## config.mk

```make
export PLATFORM = sky130hd
export DESIGN_NAME = uart_tx_arb
export DESIGN_NICKNAME = d
export VERILOG_FILES = /design/src/rtl/uart_tx_arb.sv
export SDC_FILE = /design/constraint.sdc
export NUM_CORES = 1
export LEC_CHECK = 0
export BUFFER_PORTS_ARGS = -buffer_cell sky130_fd_sc_hd__buf_2
export CORE_MARGIN = 4
export CORE_UTILIZATION = 42
export CTS_CLUSTER_SIZE = 30
export DETAILED_ROUTE_END_ITERATION = 8
export HOLD_SLACK_MARGIN = 0.05
export PLACE_DENSITY = 0.84
export SYNTH_ARGS = -nofsm -noshare
export SYNTH_HDL_FRONTEND = slang
export SYNTH_SLANG_ARGS = --single-unit
```

## constraint.sdc

```tcl
create_clock -name i_clk -period 3 [get_ports i_clk]
set_input_delay 0.15 -clock i_clk [delete_from_list [all_inputs] [get_ports i_clk]]
set_output_delay 0.15 -clock i_clk [all_outputs]
set_load 0.01 [all_outputs]
```

## src/rtl/uart_tx_arb.sv

```systemverilog
// rtl/uart_tx_arb.sv - round-robin arbiter feeding bytes from several requesters to one UART transmitter
//
// Purpose: selects one requester at a time (round-robin, most recently
// served requester has lowest priority), latches its byte, pulses the
// transmitter start, and waits for the transmitter completion pulse.
//
// Optional feature macro: UART_ARB_TIMEOUT_EN enables a WAIT-state watchdog
// that returns to IDLE after p_timeout_cycles without i_tx_done.
//
// Ports:
//   i_clk       system clock, rising edge
//   i_rst       asynchronous active-low reset
//   i_req       per-requester send request (level)
//   i_data      request bytes, requester k on [8k+7:8k]
//   o_gnt       one-hot grant pulse (byte accepted), only in START
//   o_tx_start  one-cycle start pulse to the transmitter, only in START
//   o_tx_data   latched byte presented to the transmitter
//   i_tx_done   transmitter completion pulse, sampled only in WAIT
//   o_busy      high in START and WAIT
//   o_owner     current or most recent granted requester
//   o_timeout   one-cycle watchdog expiry pulse (0 without the macro)

module uart_tx_arb #(
   parameter int p_num_req        = 4,
   parameter int p_timeout_cycles = 100000
) (
   input  logic                   i_clk,
   input  logic                   i_rst,
   input  logic [p_num_req-1:0]   i_req,
   input  logic [8*p_num_req-1:0] i_data,
   output logic [p_num_req-1:0]   o_gnt,
   output logic                   o_tx_start,
   output logic [7:0]             o_tx_data,
   input  logic                   i_tx_done,
   output logic                   o_busy,
   output logic [2:0]             o_owner,
   output logic                   o_timeout
);

   typedef enum logic [1:0] {
      ST_IDLE  = 2'd0,
      ST_START = 2'd1,
      ST_WAIT  = 2'd2
   } state_t;

   state_t     state_q, state_d;
   logic [2:0] last_q;
   logic [2:0] sel;
   logic       found;
   logic [7:0] sel_data;
   logic       wd_expire;
   int         idx;

   // Search starts one past the last served index and wraps, so the last
   // owner is considered only after everyone else.
   always_comb begin
      sel   = last_q;
      found = 1'b0;
      idx   = 0;
      for (int i = 1; i <= p_num_req; i++) begin
         idx = int'(last_q) + i;
         if (idx >= p_num_req) idx = idx - p_num_req;
         for (int k = 0; k < p_num_req; k++) begin
            if (!found && (k == idx) && i_req[k]) begin
               found = 1'b1;
               sel   = 3'(k);
            end
         end
      end
   end

   always_comb begin
      sel_data = 8'h00;
      for (int k = 0; k < p_num_req; k++) begin
         if (sel == 3'(k)) sel_data = i_data[8*k +: 8];
      end
   end

`ifdef UART_ARB_TIMEOUT_EN
   localparam int CW = $clog2(p_timeout_cycles + 1);
   logic [CW-1:0] wd_q;

   // START always precedes WAIT, so clearing in START clears on every entry.
   always_ff @(posedge i_clk or negedge i_rst) begin
      if (!i_rst) begin
         wd_q <= '0;
      end else if (state_q == ST_START) begin
         wd_q <= '0;
      end else if (state_q == ST_WAIT) begin
         wd_q <= wd_q + CW'(1);
      end
   end

   assign wd_expire = (state_q == ST_WAIT) && (wd_q == CW'(p_timeout_cycles - 1));
`else
   assign wd_expire = 1'b0;
`endif

   always_ff @(posedge i_clk or negedge i_rst) begin
      if (!i_rst) begin
         state_q   <= ST_IDLE;
         last_q    <= 3'(p_num_req - 1);
         o_owner   <= 3'd0;
         o_tx_data <= 8'h00;
      end else begin
         state_q <= state_d;
         if ((state_q == ST_IDLE) && found) begin
            last_q    <= sel;
            o_owner   <= sel;
            o_tx_data <= sel_data;
         end
      end
   end

   always_comb begin
      state_d    = state_q;
      o_gnt      = '0;
      o_tx_start = 1'b0;
      o_timeout  = 1'b0;
      case (state_q)
         ST_IDLE: begin
            if (found) state_d = ST_START;
         end
         ST_START: begin
            o_tx_start = 1'b1;
            for (int k = 0; k < p_num_req; k++) begin
               o_gnt[k] = (o_owner == 3'(k));
            end
            state_d = ST_WAIT;
         end
         ST_WAIT: begin
            // Completion on the expiry cycle wins over the watchdog.
            if (i_tx_done) begin
               state_d = ST_IDLE;
            end else if (wd_expire) begin
               o_timeout = 1'b1;
               state_d   = ST_IDLE;
            end
         end
         default: state_d = ST_IDLE;
      endcase
   end

   assign o_busy = (state_q != ST_IDLE);

endmodule

```

# ---- Yosys cells after proc, flatten, opt, wreduce, memory -nomap -nowiden
# Index checks and enable logic that the tools add are counted.
# Widths: inputs -> output; s select.
dict set report op_classes {
  eq_ne 22
  n_mux 45
  mul 0
  n_addsub 8
  n_shift 0
  order_cmp 4
  reduce_logical 56
  div 0
  bitwise_logic 0
}
# op count
set ops {}
lappend ops {{$eq 3x32->1 const A} 8}
lappend ops {{$eq 2x32->1 const A} 4}
lappend ops {{$logic_not 32->1} 4}
lappend ops {{$mux 32} 4}
lappend ops {{$mux 3} 16}
lappend ops {{$logic_and 1x1->1} 32}
lappend ops {{$mux 8} 4}
lappend ops {{$sub 4x3->5 const B} 4}
lappend ops {{$mux 1} 17}
lappend ops {{$ge 4x3->1 const B} 4}
lappend ops {{$logic_not 1->1} 15}
lappend ops {{$eq 3x2->1 const B} 4}
lappend ops {{$add 3x2->4 const B} 2}
lappend ops {{$eq 3x1->1 const B} 2}
lappend ops {{$logic_not 3->1} 2}
lappend ops {{$pmux 2 s3} 1}
lappend ops {{$add 3x1->4 const B} 1}
lappend ops {{$add 3x3->4 const B} 1}
lappend ops {{$mux 2} 2}
lappend ops {{$mux 4} 1}
lappend ops {{$ne 2x2->1 const B} 2}
lappend ops {{$eq 2x1->1 const B} 1}
lappend ops {{$eq 2x2->1 const B} 1}
lappend ops {{$logic_not 2->1} 1}
lappend ops {{other kinds (2)} 2}
dict set report totals {
  reg_bits 16
  output_inout_bits 18
  mem_bits_rw 0
  romBits 0
  latch_bits 0
  memories 0
}

# ---- Depth between registers and ports, before layout
dict set report logic_depth {
  depth_word 71
  mapped_depth 13
  depth_no_buf 9
}

# ---- Worst setup path before layout
# Ideal clock, no wire load.
dict set report synth_path {
  kind {register to register}
  start {register last_q[1]}
  end {register o_tx_data[1]}
  setup_slack_ns -0.017
  stages_incl_launch_ff 14
  n_path_buf 4
  required_time_ns 2.862
  t_arrival_ns 2.879
  synth_period_minus_slack_ns 3.017
  path_cell_list {dfstp_2 > buf_6 > buf_2 > inv_1 > ha_1 > or3b_4 > o21ai_2 > nand2b_1 > mux2_4 > o21ai_1 > buf_6 > buf_12 > mux2i_1 > o221ai_1}
}
dict set report synth_between {
  elab_chain_len 71
  word_cells_on_any_way 119
}
# element line_no
set synth_lines {}
lappend synth_lines {{start, declared} 47} ;# logic [2:0] last_q;
lappend synth_lines {{start signal, assigned} 102} ;# last_q <= 3'(p_num_req - 1);
lappend synth_lines {{start signal, assigned} 108} ;# last_q <= sel;
lappend synth_lines {{$add 3x1->4} 61} ;# idx = int'(last_q) + i;
lappend synth_lines {{$sub 4x3->5 or $ge 4x3->1 (tied branches)} 62} ;# if (idx >= p_num_req) idx = idx - p_num_req;
lappend synth_lines {{$mux 32} 62}
lappend synth_lines {{$logic_not 32->1} 64} ;# if (!found && (k == idx) && i_req[k]) begin
lappend synth_lines {{$logic_and 1x1->1} 64}
lappend synth_lines {{$mux 1} 64}
lappend synth_lines {{$logic_not 1->1} 64}
lappend synth_lines {{$logic_and 1x1->1 (2 in a row)} 64}
lappend synth_lines {{(+49 left out)} -}
lappend synth_lines {{$logic_not 1->1} 64}
lappend synth_lines {{$logic_and 1x1->1 (2 in a row)} 64}
lappend synth_lines {{$mux 1} 64}
lappend synth_lines {{$logic_not 1->1} 64}
lappend synth_lines {{$logic_and 1x1->1 (2 in a row)} 64}
lappend synth_lines {{$mux 3} 64}
lappend synth_lines {{$logic_not 3->1} 75} ;# if (sel == 3'(k)) sel_data = i_data[8*k +: 8];
lappend synth_lines {{$mux 8 (4 in a row)} 75}
lappend synth_lines {{end signal, assigned} 110} ;# o_tx_data <= sel_data;
lappend synth_lines {{end, declared} 33} ;# output logic [7:0] o_tx_data,
# Several ways; a longest one is shown, not always the timed one.
# A chain may end at the register's enable or synchronous reset.

# ---- Worst setup path after layout
# Same ends and word-level chain as after synthesis.

==> impl_metrics.py <==
metrics = {
    "finish": {
        "antenna_cells": 0,
        "drive_gt1_share_pct": 38.7,
        "final_util_pct": 56.2,
        "nets": 236,
        "fin_area_sq_um": 1560,
        "syn2layout_area_growth_pct": 25.8,
        "instances_no_fill": 222,
    },
    "critical_path": {
        "arrival_ps": 3050,
        "rr_startpoint": "last_q[1]",
        "crit_path_start": "last_q[1]",
        "crit_fanout": 10,
        "cp-end-kind": "flop",
        "critPathRequiredTime_ps": 3190,
        "cp-start-kind": "flop",
        "critPathKind": "reg2reg",
    },
    "floorplanning": {
        "io_pins": 57,
        "num_rows": 19,
        "die_area_sq_um": 3900,
        "initial_core_util_pct": 44.7,
        "dieWidth_um": 62.4,
        "dieHeight_um": 62.4,
        "design.core.area_sq_um": 2780,
    },
    "timing": {
        "finalSetupViolCount": 0,
        "setup_tns_ps": 0,
        "min_period_ps": 2860,
        "hold_violations": 0,
        "drv_slew": 0,
        "rsz0062_at_grt": "false",
        "timing.final.crit_share_pct": 95.3,
        "skew_ps": 2.41,
        "fmax_mhz": 350,
    },
    "synth": {
        "synth_xor_area_share_pct": 0,
        "synth_top_family_by_area": "compound AO/OA/AOI/OAI gates",
        "avgSynthCellArea_sq_um": 9.21,
        "syn_area_sq_um": 1240,
        "syn-num-nets": 179,
        "synth_edf_count": 0,
        "postSynth.asyncResetShare_pct": 100,
        "synthFlopType": "dfrtp_1",
        "ys_top_cells_by_area": "dfrtp_1 26%, mux2i_1 16%, o221ai_1 5.6%",
        "yosysWarnings": 0,
        "synthAdderAreaFrac_pct": 5.03,
        "ys_types": 40,
        "yosysTopAreaCellShare_pct": 26.2,
        "synthMuxAreaShare_pct": 18.2,
        "synth_compound_area_share_pct": 20.2,
        "ys_seq_area_share_pct": 30.4,
        "synth.ff_latch_count": 15,
        "yosysMostFrequentCell": "mux2i_1",
        "synthCells": 135,
        "yosys.area_share.simple_pct": 17.5,
        "synth_area_leader_cell": "dfrtp_1",
        "ys_top_cells_by_count": "20 x mux2i_1, 15 x nand2_1, 13 x dfrtp_1, 8 x nor2_1, 8 x o221ai_1",
    },
    "power_and_ir_drop": {
        "internal_power_uw": 960,
        "clockPowerShare_pct": 6.4,
        "seqPwrFrac_pct": 22.7,
        "p_sw_share_pct": 45.6,
        "peakVddDrop_mv": 0.757,
        "power.density_nw_per_um2": 1130,
        "power_switching_uw": 806,
        "p_comb_share_pct": 70.9,
        "power.total_mw": 1.77,
        "p_leak_nw": 0.817,
    },
    "cts": {
        "cts_htree_levels": 1,
        "cts_tree": "built",
        "cts-buffers-inserted": 3,
        "cts.sinks": 15,
        "clkTransAtPathRegs_ps": 80,
        "root_buffer": "clkbuf_4",
        "cts_buffer_depth": 2,
        "clkLatencyLatePin_ps": 280,
    },
    "place": {
        "dpl_cell_area_sq_um": 1530,
        "hpwl_um": 2520,
        "dp.cells": 217,
        "portBuffers": 55,
        "gp_congestion": 0.897,
    },
    "routing": {
        "drt_iter0_markers": 53,
        "wire_per_inst_um": 13.9,
        "postRouteAntennaNets": 0,
        "drcViolationCount": 0,
        "drtPass1Iterations": 4,
        "viasPerCell": 5.57,
        "vias": 1236,
        "routed_wl_um": 3080,
    },
    "global_routing": {
        "grt_pass1_vias": 1125,
        "antenna_found_initial": 0,
        "gr-total-overflow": 0,
        "grt_pass1_wl_um": 5010,
        "grtUsageTotal_pct": 15.3,
        "grt_max_degree": 18,
    },
    "hold_path": {
        "hold_start": "i_tx_done",
        "hp-class": "in2reg",
    },
    "status": {
        "status": "completed",
    },
    "run": {
        "max_cap_viol_count": 0,
    },
}
stage by stage:
step | hold slack [ps] | worst slack, ps
global placement | 62.7 | 225
floorplan | -146 | 33.8
finish | 64.1 | 141
global route | 88.3 | 9.32
detailed placement | 66.0 | 131
CTS | 53.8 | 127
power by group through the flow:
stage | sequential [mW] | combinational, mW | clock [mW]
global route | 0.415 | 1.37 | 0.122
floorplan | 0.403 | 1.01 | 0
global placement | 0.403 | 1.24 | 0
finish | 0.401 | 1.25 | 0.113
detailed placement | 0.400 | 1.26 | 0
CTS | 0.399 | 1.26 | 0.117
final timing paths:
kind / slack [ps] / cells after the start / to
max in group asynchronous: 2420 / 2 / last_q[0]
worst min register to register: 490 / 2 / o_tx_data[2]
min in group asynchronous: 280 / 2 / o_owner[0]
worst min-delay path: 60 / 2 / state_q[1]
worst max register to register: 140 / 9 / o_tx_data[1]
worst max-delay path: 140 / 9 / o_tx_data[1]
worst max-delay path: stages (launching register included):
cell and delay [ps]:
dfstp_2 590, inv_1 70, ha_1 290, or3b_4 410, a211oi_1 310, a211oi_1 140
a221oi_2 250, o22ai_1 110, or2_1 360, o221ai_1 240
per-layer routing:
| layer | vias to the layer above | track usage (%) | routed length (um) |
|---|---|---|---|
| met5 | - | 0 | 0 |
| met4 | 0 | 6.37 | 53 |
| met3 | 5 | 2.88 | 251 |
| met2 | 48 | 25.6 | 1480 |
| met1 | 576 | 19.1 | 1300 |
| li1 | 607 | - | - |
cell type report:
type	instances	area (sq um)
Fill cell	257	1220
Multi-Input combinational cell	105	766
Sequential cell	15	379
Timing Repair Buffer	60	328
Tap cell	31	38.8
Clock buffer	4	26.3
Inverter	7	26.3
repair_timing:
item,in CTS,in global routing
buffers inserted,0,0
hold buffers,1,0
endpoints found under the hold margin,15,0
setup endpoints to repair,0,8
gates resized for setup,0,1
flip-flops by register name, summed over array words and instances, names as in the netlist:
| name | count |
|---|---|
| state_q | 2 |
| o_tx_data | 8 |
| last_q | 2 |
| o_owner | 3 |
kinds of logic after synthesis:
logic type,Yosys count
simple gates,43
fa+ha+maj,5
other cells,1
mux,22
buf+inv,15
flops,15
compound gates,34
cell usage in the layout (no fill, tap or decap), drive strengths merged, types with 3 or more instances in the layout:
cell type  netlist  layout
a21oi            6       6
nor2             8       8
o21ai            6       6
mux2i           20      20
nand2b           6       6
o221ai           8       8
a211oi           3       3
clkbuf           1       4
o22ai            4       4
ha               5       5
nand2           15      15
buf              7      59
dfrtp           13      13
inv              7       7
No activity file was read; power rests on OpenSTA's default activity.
